--- src/rtl/log_arbiter.sv ---
// log_arbiter: two-port round-robin front end for a shared handshake logic unit.
// One transaction runs at a time: grant, one-cycle chip-select, wait for the
// unit to go busy and then ready, capture the result, and pulse done. A cycle
// counter covers both wait states and aborts with err if the unit never answers.
// Every output comes straight from a flop.
module log_arbiter #(
  parameter int unsigned TIMEOUT = 8
) (
  input  logic        clk,
  input  logic        rst_n,
  // requester 0
  input  logic        req0,
  input  logic [1:0]  op0,
  input  logic [15:0] a0,
  input  logic [15:0] b0,
  output logic        done0,
  output logic        err0,
  output logic [15:0] res0,
  // requester 1
  input  logic        req1,
  input  logic [1:0]  op1,
  input  logic [15:0] a1,
  input  logic [15:0] b1,
  output logic        done1,
  output logic        err1,
  output logic [15:0] res1,
  // logic unit
  output logic        lu_cs,
  output logic [1:0]  lu_op,
  output logic [15:0] lu_a,
  output logic [15:0] lu_b,
  input  logic        lu_rdy,
  input  logic [15:0] lu_out
);

  // Counter wide enough to hold the value TIMEOUT itself.
  localparam int unsigned CW = (TIMEOUT < 2) ? 1 : $clog2(TIMEOUT + 1);
  localparam logic [CW-1:0] TIMEOUT_C = CW'(TIMEOUT);

  typedef enum logic [2:0] {
    IDLE    = 3'd0,
    ISSUE   = 3'd1,
    WAIT_LO = 3'd2,
    WAIT_HI = 3'd3,
    DONE    = 3'd4
  } state_e;

  state_e        state_q, state_d;

  // Granted port of the current transaction and port granted last time.
  logic          gnt_q,   gnt_d;
  logic          last_q,  last_d;
  logic [CW-1:0] cnt_q,   cnt_d;

  // Registered outputs.
  logic          lu_cs_q, lu_cs_d;
  logic [1:0]    lu_op_q, lu_op_d;
  logic [15:0]   lu_a_q,  lu_a_d;
  logic [15:0]   lu_b_q,  lu_b_d;
  logic          done0_q, done0_d;
  logic          done1_q, done1_d;
  logic          err0_q,  err0_d;
  logic          err1_q,  err1_d;
  logic [15:0]   res0_q,  res0_d;
  logic [15:0]   res1_q,  res1_d;

  // Shared decode used by both the next-state and the output logic.
  logic          any_req;
  logic          grant_sel;
  logic          in_wait;
  logic [CW-1:0] cnt_inc;
  logic          tmo_hit;
  logic          capture;

  // Round-robin pick, timeout detect and result-capture qualifier.
  always_comb begin
    any_req   = req0 | req1;
    // On a tie the port not granted last wins; a lone request always wins.
    grant_sel = (req0 & req1) ? ~last_q : req1;
    in_wait   = (state_q == WAIT_LO) || (state_q == WAIT_HI);
    cnt_inc   = cnt_q + 1'b1;
    // The abort takes priority so a transaction never outlives its budget.
    tmo_hit   = in_wait && (cnt_inc == TIMEOUT_C);
    capture   = (state_q == WAIT_HI) && lu_rdy && !tmo_hit;
  end

  // State register and all output/datapath flops.
  // NOTE: sequential state uses non-blocking (<=) so every flop samples the
  // pre-edge values; blocking here would create order-dependent races.
  always_ff @(posedge clk or negedge rst_n) begin
    if (!rst_n) begin
      state_q <= IDLE;
      gnt_q   <= 1'b0;
      last_q  <= 1'b1;
      cnt_q   <= '0;
      lu_cs_q <= 1'b0;
      lu_op_q <= 2'd0;
      lu_a_q  <= 16'h0000;
      lu_b_q  <= 16'h0000;
      done0_q <= 1'b0;
      done1_q <= 1'b0;
      err0_q  <= 1'b0;
      err1_q  <= 1'b0;
      res0_q  <= 16'h0000;
      res1_q  <= 16'h0000;
    end else begin
      state_q <= state_d;
      gnt_q   <= gnt_d;
      last_q  <= last_d;
      cnt_q   <= cnt_d;
      lu_cs_q <= lu_cs_d;
      lu_op_q <= lu_op_d;
      lu_a_q  <= lu_a_d;
      lu_b_q  <= lu_b_d;
      done0_q <= done0_d;
      done1_q <= done1_d;
      err0_q  <= err0_d;
      err1_q  <= err1_d;
      res0_q  <= res0_d;
      res1_q  <= res1_d;
    end
  end

  // Next-state logic of the transaction FSM.
  // NOTE: every variable assigned in an always_comb gets a default first, so
  // no path leaves it unassigned and no latch is inferred.
  always_comb begin
    state_d = state_q;
    unique case (state_q)
      IDLE:    if (any_req) state_d = ISSUE;
      ISSUE:   state_d = WAIT_LO;
      WAIT_LO: begin
        if (tmo_hit)      state_d = DONE;
        else if (!lu_rdy) state_d = WAIT_HI;
      end
      WAIT_HI: begin
        if (tmo_hit || capture) state_d = DONE;
      end
      DONE:    state_d = IDLE;
      default: state_d = IDLE;
    endcase
  end

  // Output and datapath next values; everything holds unless a state acts on it.
  always_comb begin
    gnt_d   = gnt_q;
    last_d  = last_q;
    cnt_d   = cnt_q;
    lu_cs_d = 1'b0;
    lu_op_d = lu_op_q;
    lu_a_d  = lu_a_q;
    lu_b_d  = lu_b_q;
    done0_d = 1'b0;
    done1_d = 1'b0;
    err0_d  = 1'b0;
    err1_d  = 1'b0;
    res0_d  = res0_q;
    res1_d  = res1_q;

    unique case (state_q)
      IDLE: begin
        cnt_d = '0;
        if (any_req) begin
          // Operands are latched once here and frozen until DONE is left.
          gnt_d   = grant_sel;
          last_d  = grant_sel;
          lu_cs_d = 1'b1;
          if (grant_sel) begin
            lu_op_d = op1;
            lu_a_d  = a1;
            lu_b_d  = b1;
          end else begin
            lu_op_d = op0;
            lu_a_d  = a0;
            lu_b_d  = b0;
          end
        end
      end
      WAIT_LO, WAIT_HI: begin
        cnt_d = cnt_inc;
        if (tmo_hit || capture) begin
          // Only the granted port's done/err/res move.
          if (gnt_q) begin
            done1_d = 1'b1;
            err1_d  = tmo_hit;
            if (capture) res1_d = lu_out;
          end else begin
            done0_d = 1'b1;
            err0_d  = tmo_hit;
            if (capture) res0_d = lu_out;
          end
        end
      end
      default: begin
      end
    endcase
  end

  assign lu_cs = lu_cs_q;
  assign lu_op = lu_op_q;
  assign lu_a  = lu_a_q;
  assign lu_b  = lu_b_q;
  assign done0 = done0_q;
  assign done1 = done1_q;
  assign err0  = err0_q;
  assign err1  = err1_q;
  assign res0  = res0_q;
  assign res1  = res1_q;

`ifndef SYNTHESIS
  // Chip-select is high exactly while the FSM sits in ISSUE.
  a_cs_issue: assert property (@(posedge clk) disable iff (!rst_n)
    lu_cs_q == (state_q == ISSUE));
  // Done pulses belong to a single port and only in DONE.
  a_done_onehot: assert property (@(posedge clk) disable iff (!rst_n)
    !(done0_q && done1_q));
  a_done_state: assert property (@(posedge clk) disable iff (!rst_n)
    (done0_q || done1_q) |-> (state_q == DONE));
  // An error is always reported together with its done.
  a_err0_done: assert property (@(posedge clk) disable iff (!rst_n)
    err0_q |-> done0_q);
  a_err1_done: assert property (@(posedge clk) disable iff (!rst_n)
    err1_q |-> done1_q);
`endif

endmodule

--- config.mk ---
export PLATFORM = sky130hd
export DESIGN_NAME = log_arbiter
export DESIGN_NICKNAME = d
export VERILOG_FILES = /design/src/rtl/log_arbiter.sv
export SDC_FILE = /design/constraint.sdc
export NUM_CORES = 1
export LEC_CHECK = 0
export ABC_AREA = 0
export BUFFER_PORTS_ARGS = -buffer_cell sky130_fd_sc_hd__buf_2
export CAP_MARGIN = 20
export CORE_MARGIN = 2
export CORE_UTILIZATION = 40
export DETAILED_ROUTE_END_ITERATION = 12
export GPL_TIMING_DRIVEN = 0
export PLACE_DENSITY_LB_ADDON = 0.2
export SYNTH_ARGS = -nofsm -noshare
export SYNTH_HDL_FRONTEND = slang
export SYNTH_SLANG_ARGS = --single-unit
--- constraint.sdc ---
create_clock -name clk -period 2.3 [get_ports clk]
set_input_delay 0.69 -clock clk [delete_from_list [all_inputs] [get_ports clk]]
set_output_delay 0.69 -clock clk [all_outputs]
set_load 0.03 [all_outputs]
## Word level (Yosys, flattened, before mapping)

Index checks and enable logic that the tools add are counted.
Widths: inputs -> output; s select.

- Flip-flop bits (word level): 80
- Word-level logic and storage cells: 63
- Bits of input ports: 89
- Output and inout port bits: 71

- Equality and inequality tests: 7
- Add/sub/neg operators: 1
- Reductions and logical operators: 13
- Bitwise operators: 4
- Muxes and demuxes: 24

Operators by type and width:

| cell | count |
|---|---|
| $mux 16 | 2 |
| $mux 1 | 15 |
| $mux 3 | 4 |
| $pmux 3 s4 | 1 |
| $pmux 4 s2 | 1 |
| $reduce_and 4->1 | 2 |
| $eq 3x2->1 const B | 2 |
| $add 4x1->4 const B | 1 |
| $eq 4x4->1 const B | 1 |
| $eq 3x1->1 const B | 1 |
| $logic_and 1x1->1 | 3 |
| $logic_not 3->1 | 1 |
| $ne 3x3->1 const B | 1 |
| $reduce_and 3->1 | 1 |
| $logic_or 1x1->1 | 2 |
| $mux 2 | 1 |
| $ne 2x1->1 const B | 1 |
| $ne 2x2->1 const B | 1 |
| $not 1->1 | 2 |
| $reduce_and 2->1 | 1 |
| $reduce_bool 2->1 | 1 |
| $reduce_or 2->1 | 1 |
| $and 1x1->1 | 1 |
| $logic_not 1->1 | 1 |
| $or 1x1->1 | 1 |

## Logic depth before layout (Yosys ltp)

Gate-level depths: netlist of the first run.

- Word-level depth: 8
- Mapped depth: 6
- Gate-level depth less buffers: 5

## Worst setup path before layout of the first run

Ideal clock, no wire load.

- Path type: register to register
- Start: reg cnt_q[0]
- End: reg res1_q[10], in the netlist res1[10]
- Cell stages (with the launch flop): 7
- Path slack: 348 ps
- Data arrival time: 1827 ps
- Clock period less this slack: 1952 ps
- Required time: 2175 ps
- Cell sequence: dfrtp_1 -> ha_1 -> xnor2_1 -> and3_4 -> a211oi_4 -> buf_12 -> mux2_4

- Longest elaborated chain between the ends: 7

Ends and longest elaborated chain:

| element | RTL line | source |
|---|---|---|
| from (decl) | 53 | `logic [CW-1:0] cnt_q, cnt_d;` |
| from (signal assigned) | 110 | `cnt_q <= cnt_d;` |
| $add 4x1->4 (*) | 81 | `cnt_inc = cnt_q + 1'b1;` |
| $eq 4x4->1 (*) | 83 | `tmo_hit = in_wait && (cnt_inc == TIMEOUT_C);` |
| $logic_and 1x1->1 (*) | 83 |  |
| $logic_not 1->1 | 84 | `capture = (state_q == WAIT_HI) && lu_rdy && !tmo_hit;` |
| $logic_and 1x1->1 | 84 |  |
| $logic_or 1x1->1 | 181 | `if (tmo_hit \|\| capture) begin` |
| $reduce_and 4->1 (no source line) (*) | -- |  |
| to (signal assigned) | 120 | `res1_q <= res1_d;` |
| to (decl) | 65 | `logic [15:0] res1_q, res1_d;` |

Mark *: on every way between the ends. The rest lies on a longest branch, timed or not.
A chain may end at the register's enable or synchronous reset.

## Worst setup path in the final report of the first run

- Start: reg cnt_q[0]
- End: reg res1_q[5], in the netlist res1[5]

The elaborated chain is that of the path after synthesis.

==> flow_metrics.py, run 1 <==
metrics = {
    "placed_design": {
        "gp_congestion": 0.764,
        "portBuffers": 159,
        "hpwl_um": 6020,
        "dp_slack_ps": 26.0,
        "dpl_cell_area_sq_um": 4380,
    },
    "synthesis": {
        "synth_largest_area_cell": "dfrtp_1",
        "syn_area_sq_um": 3430,
        "synth_cell_types": 33,
        "synth_ff_type": "dfrtp_1",
        "ys_async_sr_fraction_pct": 100,
        "synth_compound_area_share_pct": 8.42,
        "synth.most_common_cell": "dfrtp_1",
        "synth_top_family_by_area": "multiplexers",
        "synth_edf_count": 0,
        "ys_ff_latch": 80,
        "syn_nets": 362,
        "ys_warn_count": 0,
        "ys_seq_area_share_pct": 58.4,
        "avgSynthCellArea_sq_um": 12.7,
        "synthTopCellsByCount": "79 x dfrtp_1, 39 x nand2_1, 36 x o21ai_0, 34 x mux2i_1, 24 x mux2_2",
        "yosys-top-cells-area": "dfrtp_1 58%, mux2i_1 9.9%, mux2_2 7.9%, o21ai_0 5.2%, mux2_4 4.4%",
        "muxShareOfSynthArea_pct": 22.2,
        "synth_cells": 271,
        "yosysTopAreaCellShare_pct": 57.6,
        "synth-simple-area-share_pct": 6.85,
        "synth-xor-area-share_pct": 0.766,
        "synthAdderAreaFrac_pct": 0.729,
    },
    "critical_path": {
        "critical_path_class": "register to register",
        "startpoint": "cnt_q[0]$_DFFE_PN0P_",
        "critPathRequiredTime_ps": 2520,
        "cp_max_fo": 10,
        "endpoint": "res1[5]$_DFFE_PN0P_",
        "worstPathArrival_ps": 2330,
        "cp-end-kind": "register",
        "r2r_start": "cnt_q[0]$_DFFE_PN0P_",
        "reg2reg_depth": 6,
        "reg2reg_to": "res1[5]$_DFFE_PN0P_",
        "worstSetupStartpointType": "register",
        "r2r_slack_ps": 180,
    },
    "final_layout": {
        "final-seq-area_sq_um": 2000,
        "area_growth_pct": 33.1,
        "final_util_pct": 55.3,
        "diodes": 0,
        "final_area_sq_um": 4570,
        "multi_input_area_sq_um": 1340,
        "nets": 533,
        "fillerInstances": 768,
        "drive_gt1_share_pct": 49.2,
    },
    "pwr": {
        "internal-power_mw": 3.70,
        "power.leakage_nw": 2.40,
        "comb_power_share_pct": 48.6,
        "power.ir.vdd_worst_v": 0.000585,
        "p_switching_mw": 2.95,
        "seq_power_share_pct": 36.6,
        "clock_power_share_pct": 14.8,
        "power_mw": 6.65,
        "pwr_density_cell_nw_per_um2": 1460,
        "switching_share_pct": 44.4,
    },
    "timing": {
        "post-route-period-util_pct": 92.0,
        "rsz0062_at_grt": "no",
        "relSlewSlack_pct": 48.3,
        "tightest_slew_ps": 770,
        "hold_slack_ps": 321,
        "fmax_ghz": 0.473,
        "layout_min_cycle_time_ps": 2120,
        "setup-violations-final": 0,
        "hold_violations": 0,
        "drv_slew": 0,
        "setup_slack_ps": 185,
        "skew_ps": 11.4,
    },
    "cts": {
        "htree_num_levels": 3,
        "cts_tree": "yes",
        "clock_sinks": 80,
        "clkTransAtPathRegs_ps": 80,
        "cts_buffers": 9,
        "insertion_delay_ps": 330,
        "post_cts_buffers": 0,
        "clock-root-buffer": "clkbuf_8",
        "cts_resized": 0,
        "cts_hold_buf": 0,
        "cts_buffer_depth": 2,
    },
    "global_routing": {
        "grt_pass1_wl_um": 13100,
        "antenna_found_initial": 0,
        "grt_pass1_vias": 2660,
        "gr-total-overflow": 0,
        "grt_max_degree": 43,
        "track_usage_pct": 17.3,
    },
    "die": {
        "rows": 33,
        "die_w_um": 96.6,
        "initial_core_util_pct": 41.6,
        "core_area_sq_um": 8260,
        "dieArea_sq_um": 9340,
        "die_height_um": 96.6,
        "io_pins": 160,
    },
    "drt": {
        "via_count": 2626,
        "drc": 0,
        "wl_per_cell_um": 14.4,
        "initialDrtViolationCount": 36,
        "first_pass_iters": 4,
        "avgViaCountPerCell": 4.77,
        "ant_nets": 0,
        "wl_um": 7940,
    },
    "worst_hold_path": {
        "hold_class": "input port to async pin",
    },
    "outcome": {
        "status": "complete, no violations",
    },
    "job": {
        "max-cap-violations": 0,
    },
}
[cell usage in the layout (no fill, tap or decap), types with 2 or more instances in the layout]
cell / n
a21oi_1: 2
clkbuf_1: 8
a22o_1: 3
nor3_1: 2
mux2_4: 10
o21ai_0: 36
buf_2: 162
nand2_1: 39
ha_1: 2
mux2i_1: 34
nor2_1: 4
clkbuf_8: 10
dfrtp_1: 79
nand3_1: 2
mux2_2: 24
inv_1: 4
xnor2_1: 2
buf_12: 2
[routing by layer]
metal	global-route usage [%]	vias to the layer above	share of wire, %
met1	23.7	1211	46
met5	0	-	0
li1	-	1288	-
met4	5.53	0	1.1
met2	26.8	119	45
met3	4.55	8	7.7
[metrics by stage]
stage / cells / setup TNS (ps)
3_3_place_gp: 535 / -5590
5_1_grt: 550 / 0
6_report: 550 / 0
2_1_floorplan: 271 / 0
3_5_place_dp: 536 / 0
4_1_cts: 550 / 0
[worst max-delay path, cell delays in order, from the launching register on]
cell and delay [ps]:
dfrtp_1 420, ha_1 250, xnor2_1 150, and3_4 190, a211oi_4 480, buf_12 220
mux2_4 300
[flip-flops by register name, summed over array words and instances, names as in the netlist, 2 cells and up]
name,count
cnt_q,4
lu_a,16
lu_b,16
lu_op,2
res0,16
res1,16
state_q,3
[how the worst min path moves through the flow]
stage / slack (ps) / cells past startpoint / startpoint / to
after floorplan: 390 / 0 / rst_n / cnt_q[0]$_DFFE_PN0P_
after global placement: 460 / 2 / lu_b[11]$_DFFE_PN0P_ / lu_b[11]$_DFFE_PN0P_
after detailed placement: 470 / 2 / lu_a[1]$_DFFE_PN0P_ / lu_a[1]$_DFFE_PN0P_
after global routing: 350 / 1 / rst_n / res0[3]$_DFFE_PN0P_
final: 320 / 1 / rst_n / gnt_q$_DFFE_PN0P_
after CTS: 330 / 1 / rst_n / gnt_q$_DFFE_PN0P_
[cell families (layout without fill, tap and decap cells)]
logic type | Yosys count | in the layout
compound gates | 49 | 49
xor+xnor | 3 | 3
fa+ha+maj | 2 | 2
buf+inv | 17 | 191
flops | 80 | 80
mux | 68 | 68
simple gates | 52 | 52
[final cells by class]
type	count	share of cell area, %
well taps	105	2.88
clock buffers	11	3.10
repair buffers	160	17.9
flip-flops and latches	80	43.9
multi-input cells	174	29.3
plain buffers	13	1.70
inverters	4	0.329
clock inverters	3	0.959
[power by group through the flow]
stage                     Combinational, mW  Sequential (mW)  Clock [mW]
after floorplan                        1.09             3.59           0
after global placement                 3.23             2.43           0
after detailed placement               3.28             2.45           0
after CTS                              3.28             2.44        1.02
after global routing                   3.47             2.53        1.08
final                                  3.23             2.43       0.985
Note: power is estimated with default switching activity, not from simulation.
==> inputs of run 2 (changes only) <==
==> constraint.sdc (replaced) <==
create_clock -name clk -period 2.3 [get_ports clk]
set_input_delay 0.115 -clock clk [delete_from_list [all_inputs] [get_ports clk]]
set_output_delay 0.115 -clock clk [all_outputs]
set_load 0.03 [all_outputs]
==> run 2 against run 1 <==
Compared with the run above:
- total power about the same
- first-iteration DRC count rose by 31%
- count of clock-buffer cells in the layout unchanged
- utilization rose by 0.24 points
- non-clock buffer count is 2 higher
- flip-flop and latch count unchanged
- worst hold slack lost 300 ps
- clock power about the same
- critical path type unchanged
- highest routed layer unchanged
==> flow_metrics.py, run 2 (synthesis gave the netlist of run 1 again) <==
metrics = {
    "outcome": {
        "status": "complete, no violations",
    },
    "global_routing": {
        "grt_pass1_wl_um": 13100,
        "use_met1_pct": 23.7,
        "track_usage_pct": 17.3,
        "grt_pass1_vias": 2673,
        "top_usage_layer": "met2",
        "grt_max_degree": 43,
        "antenna_found_initial": 0,
        "grtUsageMet3_pct": 4.55,
        "gr-total-overflow": 0,
        "grt_use_met2_pct": 27.0,
    },
    "cts": {
        "htree_num_levels": 3,
        "clock-root-buffer": "clkbuf_8",
        "cts_hold_buf": 2,
        "cts_buffers": 9,
        "clkTransAtPathRegs_ps": 80,
        "clock_sinks": 80,
        "insertion_delay_ps": 330,
        "cts_tree": "yes",
        "cts_resized": 0,
        "cts_buffer_depth": 2,
        "post_cts_buffers": 0,
    },
    "critical_path": {
        "startpoint": "cnt_q[0]$_DFFE_PN0P_",
        "cp-end-kind": "register",
        "critical_path_class": "register to register",
        "cp_max_fo": 10,
        "critPathRequiredTime_ps": 2520,
        "worstPathArrival_ps": 2330,
        "r2r_start": "cnt_q[0]$_DFFE_PN0P_",
        "worstSetupStartpointType": "register",
    },
    "pwr": {
        "power.leakage_nw": 2.41,
        "p_switching_mw": 2.95,
        "switching_share_pct": 44.3,
        "pwr_density_cell_nw_per_um2": 1450,
        "seq_power_share_pct": 36.6,
        "power_mw": 6.65,
        "clock_power_share_pct": 14.8,
        "comb_power_share_pct": 48.6,
        "power.ir.vdd_worst_v": 0.000585,
        "internal-power_mw": 3.70,
    },
    "worst_hold_path": {
        "hold_class": "input port to register",
        "min_from": "lu_out[10]",
    },
    "final_layout": {
        "final_common_cell": "buf_2",
        "diodes": 0,
        "nets": 535,
        "area_growth_pct": 33.6,
        "final_cell_mix": "162 x buf_2, 79 x dfrtp_1, 39 x nand2_1",
        "drive_gt1_share_pct": 49.0,
    },
    "drt": {
        "initialDrtViolationCount": 47,
        "drc": 0,
        "ant_nets": 0,
        "first_pass_iters": 4,
        "wl_um": 7940,
        "avgViaCountPerCell": 4.75,
        "via_count": 2624,
        "wl_per_cell_um": 14.4,
    },
    "timing": {
        "fin_tns_setup_ps": 0,
        "fmax_ghz": 0.473,
        "tightest_slew_ps": 768,
        "skew_ps": 11.0,
        "relSlewSlack_pct": 48.4,
        "drv_slew": 0,
        "hold_violations": 0,
        "post-route-period-util_pct": 92.0,
        "rsz0062_at_grt": "no",
        "setup-violations-final": 0,
        "layout_min_cycle_time_ps": 2120,
    },
    "die": {
        "io_pins": 160,
        "dieArea_sq_um": 9340,
        "rows": 33,
        "initial_core_util_pct": 41.6,
        "core_area_sq_um": 8260,
        "die_height_um": 96.6,
        "die_w_um": 96.6,
    },
    "job": {
        "max-cap-violations": 0,
    },
    "placed_design": {
        "hpwl_um": 6020,
        "portBuffers": 159,
        "gp_congestion": 0.764,
    },
}
-- run 2: cell count changes in the layout (fill, tap and decap cells not counted) --
cell | previous run | this run
dlygate4sd3_1 | 0 | 2
-- run 2: per-layer routing --
layer | part of all wire [%] | vias up
li1 | - | 1289
met1 | 46 | 1206
met2 | 45 | 120
met5 | 0 | -
met4 | 1.1 | 0
met3 | 7.8 | 9
-- run 2: final timing paths --
kind	end	slack (ps)	cells after the start
worst max-delay path	res1[5]$_DFFE_PN0P_	180	6
worst min-delay path	res1[10]$_DFFE_PN0P_	20	2
worst max register to register	res1[5]$_DFFE_PN0P_	180	6
worst min register to register	lu_op[0]$_DFFE_PN0P_	480	2
max in group asynchronous	lu_a[2]$_DFFE_PN0P_	1400	3
min in group asynchronous	gnt_q$_DFFE_PN0P_	290	2
-- run 2: area by class of cell --
| cell class | instances | area, sq um |
|---|---|---|
| Sequential cell | 80 | 2000 |
| Multi-Input combinational cell | 174 | 1340 |
| Inverter | 4 | 15.0 |
| Timing Repair Buffer | 162 | 838 |
| Buffer | 13 | 77.6 |
| Tap cell | 105 | 131 |
| Clock buffer | 11 | 141 |
| Clock inverter | 3 | 43.8 |
| Fill cell | 767 | 3670 |
-- run 2: per-stage QoR --
stage          cells  util [%]  instance area [sq um]  hold slack (ps)  setup slack, ps
2_1_floorplan    271         -                   3430             -181              348
3_3_place_gp     535      52.8                   4360              359              167
3_5_place_dp     536      53.1                   4380              124              155
4_1_cts          552      55.5                   4590             1.93              152
5_1_grt          552      55.5                   4590             16.2             61.8
6_report         552      55.5                   4590             16.3              184
-- run 2: power groups by stage --
stage	sequential, mW	combinational [mW]	clock, mW
floorplan	3.59	1.09	0
detailed placement	2.45	3.28	0
global placement	2.43	3.23	0
CTS	2.44	3.28	1.02
finish	2.43	3.23	0.985
global route	2.53	3.47	1.08
-- run 2: critical path, cell delays in order, from the launching register on --
cell and delay (ps):
dfrtp_1 420, ha_1 250, xnor2_1 150, and3_4 190, a211oi_4 480, buf_12 220, mux2_4 300
==> inputs of run 3 (changes only) <==
--- a/config.mk
+++ b/config.mk
@@ -12,7 +12,9 @@
 export CORE_UTILIZATION = 40
 export DETAILED_ROUTE_END_ITERATION = 12
 export GPL_TIMING_DRIVEN = 0
+export HOLD_SLACK_MARGIN = 0.12
 export PLACE_DENSITY_LB_ADDON = 0.2
+export SETUP_SLACK_MARGIN = 0.02
 export SYNTH_ARGS = -nofsm -noshare
 export SYNTH_HDL_FRONTEND = slang
 export SYNTH_SLANG_ARGS = --single-unit
==> run 3 against run 2 <==
Compared with the run above:
- fmax fell by 2.7%
- register-to-register slack got worse by 60 ps
- cell count increased by 15%
- flip-flop and latch count did not move
- combinational power is 7.1% higher
- sequential power barely moved
- worst hold slack improved by 120 ps
- utilization rose by 10 points
- critical path type unchanged
- largest power group unchanged
==> flow_metrics.py, run 3 (synthesis gave the netlist of run 1 again) <==
metrics = {
    "outcome": {
        "status": "complete, no violations",
    },
    "critical_path": {
        "cp-end-kind": "register",
        "reg2reg_to": "lu_op[0]$_DFFE_PN0P_",
        "worstSetupStartpointType": "register",
        "worstPathArrival_ps": 2370,
        "critical_path_class": "register to register",
        "reg2reg_depth": 6,
        "r2r_slack_ps": 130,
        "cp_max_fo": 10,
        "critPathRequiredTime_ps": 2500,
        "r2r_start": "last_q$_DFFE_PN1P_",
    },
    "timing": {
        "relSlewSlack_pct": 47.1,
        "skew_ps": 12.2,
        "setup_slack_ps": 126,
        "rsz0062_at_grt": "no",
        "hold_violations": 0,
        "fin_tns_setup_ps": 0,
        "drv_slew": 0,
        "post-route-period-util_pct": 94.5,
        "tightest_slew_ps": 788,
        "setup-violations-final": 0,
        "layout_min_cycle_time_ps": 2170,
        "fmax_ghz": 0.460,
    },
    "drt": {
        "first_pass_iters": 4,
        "drc": 0,
        "ant_nets": 0,
        "avgViaCountPerCell": 4.80,
        "initialDrtViolationCount": 57,
        "wl_per_cell_um": 15.1,
        "via_count": 3050,
        "wl_um": 9600,
    },
    "cts": {
        "cts_buffers": 9,
        "cts_tree": "yes",
        "post_cts_buffers": 0,
        "clkTransAtPathRegs_ps": 80,
        "clock-root-buffer": "clkbuf_8",
        "cts_buffer_depth": 2,
        "htree_num_levels": 3,
        "insertion_delay_ps": 340,
        "clock_sinks": 80,
    },
    "pwr": {
        "power_mw": 6.89,
        "pwr_density_cell_nw_per_um2": 1270,
        "power.leakage_nw": 2.76,
        "power.ir.vdd_worst_v": 0.000570,
    },
    "final_layout": {
        "final_util_pct": 65.7,
        "final_cells": 635,
        "multi_input_area_sq_um": 1340,
        "diodes": 0,
        "nets": 618,
        "fillerInstances": 662,
        "area_growth_pct": 58.1,
        "final_cell_mix": "159 x buf_2, 85 x dlygate4sd3_1, 79 x dfrtp_1",
        "final-seq-area_sq_um": 2000,
        "final_common_cell": "buf_2",
        "drive_gt1_share_pct": 41.3,
    },
    "global_routing": {
        "grtUsageMet3_pct": 4.62,
        "gr-total-overflow": 0,
        "top_usage_layer": "met2",
        "use_met1_pct": 26.6,
        "antenna_found_initial": 0,
        "grt_max_degree": 43,
        "grt_use_met2_pct": 35.3,
        "grt_pass1_wl_um": 15800,
        "track_usage_pct": 20.9,
        "grt_pass1_vias": 3275,
    },
    "die": {
        "die_w_um": 96.6,
        "core_area_sq_um": 8260,
        "dieArea_sq_um": 9340,
        "io_pins": 160,
        "rows": 33,
        "die_height_um": 96.6,
        "initial_core_util_pct": 41.6,
    },
    "placed_design": {
        "hpwl_um": 6020,
        "gp_congestion": 0.764,
        "dp_cells": 536,
        "dp_slack_ps": 155,
        "portBuffers": 159,
    },
    "worst_hold_path": {
        "worstHoldPathCells": 3,
        "hold_class": "input port to register",
        "min_from": "a1[11]",
        "holdPathEnd": "lu_a[11]$_DFFE_PN0P_",
    },
    "job": {
        "max-cap-violations": 0,
    },
}
run 3: cell count changes in the layout (fill, tap and decap cells not counted), sizes merged:
cell         delta
dlygate4sd3    +83
buf             -2
clkbuf          +2
run 3: metrics by stage:
stage | instance area [sq um] | hold slack (ps)
after CTS | 5420 | 128
after detailed placement | 4380 | 124
after global routing | 5430 | 154
after global placement | 4360 | 359
after floorplan | 3430 | -181
final | 5430 | 135
run 3: worst max-delay path: stages, from the launching register on:
cell	delay, ps
dfstp_2	370
a21boi_0	150
buf_2	280
buf_4	280
mux2i_1	290
dlygate4sd3_1	580
o21ai_0	70
run 3: how the worst max path moves through the flow:
stage                    startpoint              endpoint  slack (ps)  cells past startpoint
4_1_cts          last_q$_DFFE_PN1P_  lu_op[0]$_DFFE_PN0P_         110                      6
3_3_place_gp   cnt_q[0]$_DFFE_PN0P_  res1[12]$_DFFE_PN0P_         170                      6
2_1_floorplan  cnt_q[0]$_DFFE_PN0P_  res1[10]$_DFFE_PN0P_         350                      6
5_1_grt          last_q$_DFFE_PN1P_   lu_b[9]$_DFFE_PN0P_          20                      6
6_report         last_q$_DFFE_PN1P_  lu_op[0]$_DFFE_PN0P_         130                      6
3_5_place_dp   cnt_q[0]$_DFFE_PN0P_  res1[14]$_DFFE_PN0P_         150                      6
run 3: layout make-up:
cell class	count	area share [%]
Buffer	13	1.57
Clock buffer	11	2.61
Clock inverter	3	0.807
Inverter	4	0.277
Multi-Input combinational cell	174	24.6
Sequential cell	80	36.9
Tap cell	105	2.42
Timing Repair Buffer	245	30.8
run 3: report_power, final:
group / internal (mW) / total (mW) / switching [mW]
logic: 1.27 / 3.46 / 2.19
registers: 2.07 / 2.44 / 0.372
clock network: 0.520 / 0.993 / 0.473
run 3: what timing repair did:
action | 4_1_cts | 5_1_grt
endpoints found under the hold margin | 106 | 0
resized for setup | 0 | 4
hold buffers | 85 | 0
setup endpoints to repair | 0 | 13
run 3: layer usage:
| layer | vias to the layer above | part of all wire [%] |
|---|---|---|
| li1 | 1456 | - |
| met1 | 1451 | 44 |
| met2 | 128 | 48 |
| met3 | 15 | 6.3 |
| met4 | 0 | 2.0 |
| met5 | - | 0 |
